$ cat config.mk
export PLATFORM = sky130hd
export DESIGN_NAME = swiglu_gate
export DESIGN_NICKNAME = d
export VERILOG_FILES = /design/src/rtl/vec_fp_pkg.sv /design/src/rtl/fp_mul_pipe.sv /design/src/rtl/swiglu_gate.sv
export SDC_FILE = /design/constraint.sdc
export NUM_CORES = 2
export LEC_CHECK = 0
export CAP_MARGIN = 20
export CORE_MARGIN = 5
export CORE_UTILIZATION = 50
export DETAILED_ROUTE_END_ITERATION = 6
export DONT_BUFFER_PORTS = 1
export HOLD_SLACK_MARGIN = 0.15
export SLEW_MARGIN = 20
export SYNTH_ARGS = -nofsm -noshare
export SYNTH_HDL_FRONTEND = slang
export SYNTH_HIERARCHICAL = 1
export SYNTH_SLANG_ARGS = --single-unit
$ cat constraint.sdc
create_clock -name clk -period 6.7 [get_ports clk]
set_input_delay 1.34 -clock clk [delete_from_list [all_inputs] [get_ports clk]]
set_output_delay 1.34 -clock clk [all_outputs]
set_load 0.1 [all_outputs]
$ cat src/rtl/vec_fp_pkg.sv
// Shared FP helpers for the vector engine: format constants, field classifiers,
// and the element class carried alongside multiplier pipeline data.
package vec_fp_pkg;

  localparam int unsigned FP_EXP  = 8;
  localparam int unsigned FP_MNT  = 23;
  localparam int unsigned FP_W    = 1 + FP_EXP + FP_MNT;
  localparam int unsigned FP_BIAS = (1 << (FP_EXP - 1)) - 1;
  localparam logic [FP_W-1:0] FP_QNAN = {1'b0, {FP_EXP{1'b1}}, 1'b1, {(FP_MNT-1){1'b0}}};
  localparam logic [FP_W-1:0] FP_INF  = {1'b0, {FP_EXP{1'b1}}, {FP_MNT{1'b0}}};

  typedef enum logic [1:0] {CLS_NUM, CLS_ZERO, CLS_INF, CLS_NAN} fp_cls_t;

  typedef struct {
    logic        sign;
    logic [15:0] exp;
    logic [63:0] mant;
  } fp_unpk_t;

  function automatic int unsigned fp_bias(input int unsigned ew);
    return (1 << (ew - 1)) - 1;
  endfunction

  // Words up to 64 bits wide; ew/mw select the field split.
  function automatic fp_unpk_t fp_unpack(input logic [63:0] w, input int unsigned ew,
                                         input int unsigned mw);
    fp_unpk_t u;
    u.sign = w[ew+mw];
    u.exp  = 16'((w >> mw) & ((64'd1 << ew) - 64'd1));
    u.mant = w & ((64'd1 << mw) - 64'd1);
    return u;
  endfunction

  function automatic logic fp_is_nan(input logic [63:0] w, input int unsigned ew,
                                     input int unsigned mw);
    fp_unpk_t u;
    u = fp_unpack(w, ew, mw);
    return (u.exp == 16'((64'd1 << ew) - 64'd1)) && (u.mant != 64'd0);
  endfunction

  function automatic logic fp_is_inf(input logic [63:0] w, input int unsigned ew,
                                     input int unsigned mw);
    fp_unpk_t u;
    u = fp_unpack(w, ew, mw);
    return (u.exp == 16'((64'd1 << ew) - 64'd1)) && (u.mant == 64'd0);
  endfunction

  // Zero exponent covers subnormals too: they flush to zero here.
  function automatic logic fp_is_zero(input logic [63:0] w, input int unsigned ew,
                                      input int unsigned mw);
    fp_unpk_t u;
    u = fp_unpack(w, ew, mw);
    return u.exp == 16'd0;
  endfunction

endpackage

$ cat src/rtl/fp_mul_pipe.sv
// Two-stage FP multiplier: S1 = sign/exponent sum/raw mantissa product,
// S2 = normalise, round-to-nearest-even, pack. Stage enables come from the owner.
module fp_mul_pipe
  import vec_fp_pkg::*;
#(
  parameter int I_EXP = FP_EXP,
  parameter int I_MNT = FP_MNT
) (
  input  logic                   clk,
  input  logic                   rst_n,
  input  logic                   fire,
  input  logic                   adv1,
  input  logic                   adv2,
  input  logic [I_EXP+I_MNT:0]   a_data,
  input  logic [I_EXP+I_MNT:0]   b_data,
  input  logic                   last,
  output logic                   s1_valid,
  output logic                   s2_valid,
  output logic [I_EXP+I_MNT:0]   p_data,
  output logic                   p_last
);

  localparam int STAGES = 2;
  localparam int W  = 1 + I_EXP + I_MNT;
  localparam int M  = I_MNT + 1;
  localparam int PW = 2 * M;
  localparam int EW = I_EXP + 2;
  localparam logic signed [EW-1:0] BIAS  = EW'(fp_bias(I_EXP));
  localparam logic signed [EW-1:0] EMAX  = EW'((1 << I_EXP) - 1);
  localparam logic signed [EW-1:0] EZERO = '0;
  localparam logic [W-1:0] QNAN = {1'b0, {I_EXP{1'b1}}, 1'b1, {(I_MNT-1){1'b0}}};

  logic [STAGES:1] vld_pipe;

  // ---------------- stage 1 ----------------
  logic [I_EXP-1:0]       ea, eb;
  logic [I_MNT-1:0]       ma, mb;
  logic                   a_nan, b_nan, a_inf, b_inf, a_zero, b_zero;
  fp_cls_t                cls;
  logic signed [EW-1:0]   esum;
  logic [PW-1:0]          prod;

  assign ea = a_data[W-2:I_MNT];
  assign eb = b_data[W-2:I_MNT];
  assign ma = a_data[I_MNT-1:0];
  assign mb = b_data[I_MNT-1:0];

  assign a_nan  = fp_is_nan (64'(a_data), I_EXP, I_MNT);
  assign b_nan  = fp_is_nan (64'(b_data), I_EXP, I_MNT);
  assign a_inf  = fp_is_inf (64'(a_data), I_EXP, I_MNT);
  assign b_inf  = fp_is_inf (64'(b_data), I_EXP, I_MNT);
  assign a_zero = fp_is_zero(64'(a_data), I_EXP, I_MNT);
  assign b_zero = fp_is_zero(64'(b_data), I_EXP, I_MNT);

  always_comb begin
    cls = CLS_NUM;
    if (a_nan | b_nan | (a_inf & b_zero) | (a_zero & b_inf)) cls = CLS_NAN;
    else if (a_inf | b_inf)                                  cls = CLS_INF;
    else if (a_zero | b_zero)                                cls = CLS_ZERO;
  end

  // Two guard bits keep overflow/underflow of the biased sum visible.
  assign esum = $signed({2'b00, ea}) + $signed({2'b00, eb}) - BIAS;
  assign prod = PW'({1'b1, ma}) * PW'({1'b1, mb});

  logic                 s1_sign, s1_last;
  fp_cls_t              s1_cls;
  logic signed [EW-1:0] s1_exp;
  logic [PW-1:0]        s1_prod;

  always_ff @(posedge clk or negedge rst_n) begin
    if (!rst_n) begin
      vld_pipe[1] <= 1'b0;
      s1_sign     <= 1'b0;
      s1_last     <= 1'b0;
      s1_cls      <= CLS_ZERO;
      s1_exp      <= '0;
      s1_prod     <= '0;
    end else if (adv1) begin
      vld_pipe[1] <= fire;
      s1_sign     <= a_data[W-1] ^ b_data[W-1];
      s1_last     <= last;
      s1_cls      <= cls;
      s1_exp      <= esum;
      s1_prod     <= prod;
    end
  end

  // ---------------- stage 2 ----------------
  logic                 top, g, r, st, up;
  logic [I_MNT-1:0]     frac;
  logic [M-1:0]         rnd;
  logic signed [EW-1:0] e2;
  logic [W-1:0]         res;

  // Product lies in [1,4): top selects which alignment of the fraction to keep.
  assign top  = s1_prod[PW-1];
  assign frac = top ? s1_prod[PW-2:M]   : s1_prod[PW-3:M-1];
  assign g    = top ? s1_prod[M-1]      : s1_prod[M-2];
  assign r    = top ? s1_prod[M-2]      : s1_prod[M-3];
  assign st   = top ? |s1_prod[M-3:0]   : |s1_prod[M-4:0];
  assign up   = g & (r | st | frac[0]);
  assign rnd  = {1'b0, frac} + M'(up);
  assign e2   = s1_exp + $signed(EW'(top)) + $signed(EW'(rnd[I_MNT]));

  always_comb begin
    res = {s1_sign, e2[I_EXP-1:0], rnd[I_MNT-1:0]};
    case (s1_cls)
      CLS_NAN:  res = QNAN;
      CLS_INF:  res = {s1_sign, {I_EXP{1'b1}}, {I_MNT{1'b0}}};
      CLS_ZERO: res = {s1_sign, {(W-1){1'b0}}};
      default: begin
        if (e2 >= EMAX)       res = {s1_sign, {I_EXP{1'b1}}, {I_MNT{1'b0}}};
        else if (e2 <= EZERO) res = {s1_sign, {(W-1){1'b0}}};
      end
    endcase
  end

  always_ff @(posedge clk or negedge rst_n) begin
    if (!rst_n) begin
      vld_pipe[2] <= 1'b0;
      p_data      <= '0;
      p_last      <= 1'b0;
    end else if (adv2) begin
      vld_pipe[2] <= vld_pipe[1];
      p_data      <= res;
      p_last      <= s1_last;
    end
  end

  assign s1_valid = vld_pipe[1];
  assign s2_valid = vld_pipe[2];

endmodule

$ cat src/rtl/swiglu_gate.sv
// SwiGLU gating: joins silu(x) (lane A) with the gate projection (lane B) and
// emits their FP product, with per-vector element count and sticky last-mismatch.
module swiglu_gate
  import vec_fp_pkg::*;
#(
  parameter int I_EXP = FP_EXP,
  parameter int I_MNT = FP_MNT,
  parameter int CNT_W = 16
) (
  input  logic                 clk,
  input  logic                 rst_n,
  input  logic [I_EXP+I_MNT:0] a_data,
  input  logic                 a_valid,
  input  logic                 a_last,
  output logic                 a_ready,
  input  logic [I_EXP+I_MNT:0] b_data,
  input  logic                 b_valid,
  input  logic                 b_last,
  output logic                 b_ready,
  output logic [I_EXP+I_MNT:0] o_data,
  output logic                 o_valid,
  output logic                 o_last,
  input  logic                 o_ready,
  output logic                 err_last,
  output logic [CNT_W-1:0]     elem_cnt
);

  logic s1_valid, s2_valid, adv1, adv2, fire;

  assign adv2 = !s2_valid | o_ready;
  assign adv1 = !s1_valid | adv2;
  assign fire = a_valid & b_valid & adv1;
  // Each ready looks only at the other lane's valid, so neither lane is consumed alone.
  assign a_ready = b_valid & adv1;
  assign b_ready = a_valid & adv1;

  fp_mul_pipe #(.I_EXP(I_EXP), .I_MNT(I_MNT)) u_mul (
    .clk      (clk),
    .rst_n    (rst_n),
    .fire     (fire),
    .adv1     (adv1),
    .adv2     (adv2),
    .a_data   (a_data),
    .b_data   (b_data),
    .last     (a_last),
    .s1_valid (s1_valid),
    .s2_valid (s2_valid),
    .p_data   (o_data),
    .p_last   (o_last)
  );

  assign o_valid = s2_valid;

  always_ff @(posedge clk or negedge rst_n) begin
    if (!rst_n) begin
      elem_cnt <= '0;
      err_last <= 1'b0;
    end else begin
      if (o_valid && o_ready) elem_cnt <= o_last ? '0 : elem_cnt + CNT_W'(1);
      if (fire && (a_last != b_last)) err_last <= 1'b1;
    end
  end

endmodule

; Yosys cells after proc, flatten, opt, wreduce, memory -nomap -nowiden
; Index checks and enable logic that the tools add are counted.
; Widths: inputs -> output; s select.
[word_totals]
out_inout_bits = 53
input_bits = 71
reg_bits = 114
elab_cells = 70
[op_classes]
multipliers = 1
eq_ne = 6
reduce_logical = 16
addsub = 6
bitwise = 17
order_cmp = 2
n_mux = 11
[ops]
columns = operator, n
row1 = $logic_not 64->1, 2
row2 = $reduce_bool 64->1, 2
row3 = $pmux 32 s3, 1
row4 = $mux 31, 2
row5 = $mul 24x24->48, 1
row6 = $logic_not 16->1, 2
row7 = $add 23x1->24, 1
row8 = $mux 23, 1
row9 = $reduce_or 22->1, 1
row10 = $reduce_or 21->1, 1
row11 = $add 10x2->10, 2
row12 = $add 16x1->16 const B, 1
row13 = $eq 8x8->1 const B, 2
row14 = $mux 16, 1
row15 = $ge 10x9->1 const B, 1
row16 = $le 10x1->1 const B, 1
row17 = $sub 10x8->10 const B, 1
row18 = $add 8x8->9, 1
row19 = $or 1x1->1, 9
row20 = $and 1x1->1, 7
row21 = $logic_and 1x1->1, 6
row22 = $eq 2x2->1 const B, 2
row23 = $mux 1, 4
row24 = $mux 2, 2
row25 = other kinds (4), 5

; Longest topological paths before layout
[depth]
ltp_word = 11
mapped_depth = 27
depth_no_buf = 25

; Cells and area by module
; Netlist, hierarchy kept.
[modules_own_cells]
columns = mod, seq_area_each_um2, cells_each, n_inst, area_per_inst_um2
row1 = fp_mul_pipe, 2428.6, 2731, 1, 24285.8
row2 = swiglu_gate, 425.4, 100, 1, 913.4

; Worst setup path after synthesis
; No wires, ideal clock.
[synth_path]
kind = input-to-reg
startpoint = input port b_data[3]
endpoint = register u_mul.s1_prod[39]
path_buffers = 2
t_arrival_ns = 7.481
required_ns = 6.605
cell_stages = 27
path_slack_ns = -0.876
setup_time_ns = 0.095
path_cell_list = clkbuf_1 -> nand2_1 -> fa_1 -> inv_1 -> fa_1 -> inv_1 -> fa_1 -> inv_1 -> fa_1 -> inv_1 -> fa_1 -> inv_1 -> fa_1 -> inv_1 -> fa_1 -> inv_1 -> ha_1 -> buf_2 -> a21o_1 -> a21oi_1 -> or3b_1 -> a211o_1 -> nand3_1 -> or3_1 -> a2111oi_1 -> nor3_1 -> o31ai_1
[synth_via]
elab_chain_cells = 1
[synth_lines]
columns = element, line_no
row1 = start: declaration, swiglu_gate.sv:16  ; input logic [I_EXP+I_MNT:0] b_data,
row2 = $mul 24x24->48, fp_mul_pipe.sv:64  ; assign prod = PW'({1'b1, ma}) * PW'({1'b1, mb});
row3 = end signal: assignment, fp_mul_pipe.sv:85  ; s1_prod <= prod;
row4 = end: declaration, fp_mul_pipe.sv:69  ; logic [PW-1:0] s1_prod;
; Every way passes these cells.
; A chain may end at the register's enable or synchronous reset.

; Worst setup path in the final report
[layout_path]
startpoint = input port b_data[0]
endpoint = register u_mul.s1_prod[45]
; Same word-level chain as after synthesis.

==> flow_summary.ini <==
[routing]
wl_per_cell_um = 20.64
dr.pass1.iters = 7
vias = 19600
drcViolationCount = 0
ant_nets = 0
vias_per_cell = 5.506
totalWireLength_um = 73450
drtIter0Drc = 1135

[cts]
clk_latency_ns = 0.43
htree_levels = 4
ctsHoldBuffers = 0
cts_max_path_buffers = 2
cts_buffers = 17
clock_sinks = 114
cts_tree = built
clk_pin_slew_worst_paths_ns = 0.06
root_buffer = clkbuf_16

[sta]
tightest_slew_ns = 1.105
rsz0062_at_grt = yes
fmax_mhz = 141.8
drv_slew = 0
finalClockSkew_ns = 0.01321
finalSetupViolCount = 24
whs_ns = 0.5046
layout_setup_ws_ns = -0.3537
hold_viol_final = 0
period_needed_ns = 7.054
maxSlewHeadroom_pct = 26.33
min_period_over_period_pct = 105.3

[global_routing]
grt_start_max_net_pins = 115
grt_pass1_wl_um = 115800
grt_pass1_vias = 21610
track_usage_pct = 27.26
overflow = 0
antenna_found_initial = 0

[placement]
postPlaceCellArea_sq_um = 26830
dp.cells = 3509
dpl.hpwl_um = 55300
port_buffers = 0
gp_congestion = 0.9053

[synthesis]
syn_avg_cell_area_sq_um = 8.901
synth_most_common_cell = inv_1
async_reset_ff_share_pct = 100.0
ys_seq_area_share_pct = 11.33
synth_area_leaders = fa_1 (38%), dfrtp_1 (11%), ha_1 (9.5%), inv_1 (9.4%), and2_1 (6.1%)
synth_nets = 3578
yosys_most_used_dff = dfrtp_1
synth_edf_count = 0
synthCells = 2831
yosys.cell_types.count = 72
synth_area_leader_cell = fa_1
synthesis.area_sq_um = 25200
yosys_register_bits = 114
netlist_top_cells_count = inv_1 (630), fa_1 (484), nand2_1 (340), and2_1 (245), ha_1 (192)
synth_top_area_share_pct = 38.45
yosysWarningCount = 6

[setup_path]
r2r_cells = 20
endpoint_kind = register
path_class = in -> reg
startpoint_type = primary input
reg2reg_to = u_mul/p_data[10]$_DFFE_PN0P_
timing.rr.start = u_mul/s1_prod[47]$_DFFE_PN0P_
crit_arrival_ns = 7.37
reg2reg_slack_ns = 0.37
cp.required_ns = 7.02
crit_fanout = 18

[layout]
drive_gt1_share_pct = 13.54
regArea_sq_um = 2855
multi_input_area_sq_um = 20200
fin_nets = 3621
fill_cells = 4542
fin_area_sq_um = 28140
post-route-util_pct = 56.33
instances_no_fill = 3559
area_growth_pct = 11.69
diodes = 0

[hold_path]
hp-class = reg -> reg
holdPathEnd = u_mul/s1_last$_DFFE_PN0P_
min_from = u_mul/s1_last$_DFFE_PN0P_
whs_path_depth = 1

[flow_run]
maxCapViolations = 0

[die]
num_rows = 82
die_y_um = 234.5
initial_utilization_pct = 50.43
core_sq_um = 49970
io_pins = 124
dieArea_sq_um = 54990
die_w_um = 234.5

[run_status]
status = complete, but fails checks
violations = setup timing
==> cells in the final DEF (no fill, tap or decap), types with 27 or more instances in the layout <==
cell,count
mux2_2,39
inv_1,615
xnor2_1,55
ha_1,176
fa_1,470
a21oi_1,78
buf_4,149
xor2_1,31
dfrtp_1,112
and2_1,234
nand3_1,41
o21ai_0,36
nand2_1,331
nor2_1,86
nand4_1,27
==> how the worst max path moves through the flow <==
stage,start,to,slack (ns),depth (start not counted)
after floorplan,a_data[9],u_mul/s1_prod[43]$_DFFE_PN0P_,-0.59,26
after global placement,b_data[2],u_mul/s1_prod[41]$_DFFE_PN0P_,-0.90,23
after detailed placement,b_data[8],u_mul/s1_prod[45]$_DFFE_PN0P_,-0.96,25
after CTS,a_data[10],u_mul/s1_prod[39]$_DFFE_PN0P_,-0.25,24
after global routing,b_data[0],u_mul/s1_prod[45]$_DFFE_PN0P_,-0.49,21
final,b_data[0],u_mul/s1_prod[45]$_DFFE_PN0P_,-0.35,21
==> layout make-up <==
class                   count  share of cell area, %
repair buffers            163                  4.535
multi-input cells        1945                  71.76
well taps                 672                  2.987
clock buffers              21                  1.672
inverters                 633                  8.513
flip-flops and latches    114                  10.14
clock inverters            11                 0.3912
==> sequential cells by signal, indices dropped and copies added, names as in the netlist <==
register and cells:
u_mul/s2_valid 1, u_mul/s1_prod 48, u_mul/p_last 1, u_mul/p_data 32
u_mul/s1_valid 1, elem_cnt 16, err_last 1, u_mul/s1_sign 1
u_mul/s1_last 1, u_mul/s1_cls 2, u_mul/s1_exp 10
==> cells by family (layout without fill, tap and decap cells) <==
family / after synthesis / in the layout / synth area share [%]
compound gates: 272 / 272 / 6.788
flops: 114 / 114 / 11.33
simple gates: 852 / 852 / 16.74
mux: 55 / 55 / 2.423
fa+ha+maj: 676 / 676 / 47.98
buf+inv: 772 / 828 / 11.58
xor+xnor: 90 / 90 / 3.158
==> per-stage QoR <==
stage	TNS [ns]	setup slack, ns
after global routing	-7.250	-0.4876
after CTS	-2.626	-0.2482
final	-4.156	-0.3537
after global placement	-19.34	-0.8974
after floorplan	-9.369	-0.5901
after detailed placement	-20.63	-0.9606
==> repair_timing <==
action	CTS	global route
gates resized for setup	64	75
cloned	0	0
endpoints found under the setup margin	26	30
pin swaps	49	61
setup buffers	12	7
==> routing by layer <==
layer  global-route usage [%]  up-vias  share of wire (%)
li1                         -     8723                  -
met1                    34.27    10090                 40
met2                    47.28      623                 50
met3                    4.885      158                5.7
met4                    10.20        0                3.9
met5                        0        -                  0
==> critical path: stages <==
cell and delay [ns]:
and2_1 0.16, fa_1 0.51, fa_1 0.55, inv_1 0.06
fa_1 0.51, fa_1 0.53, inv_1 0.06, fa_1 0.49
fa_1 0.49, inv_1 0.05, fa_1 0.49, inv_1 0.07
ha_4 0.23, a21o_1 0.19, a21oi_2 0.18, o21bai_1 0.12
a221o_1 0.36, o211ai_1 0.36, a211oi_2 0.13, o21a_1 0.21
o31ai_2 0.25
Power is not shown: default switching activity piles up to over one toggle a cycle in this logic, so the estimate is an artifact.
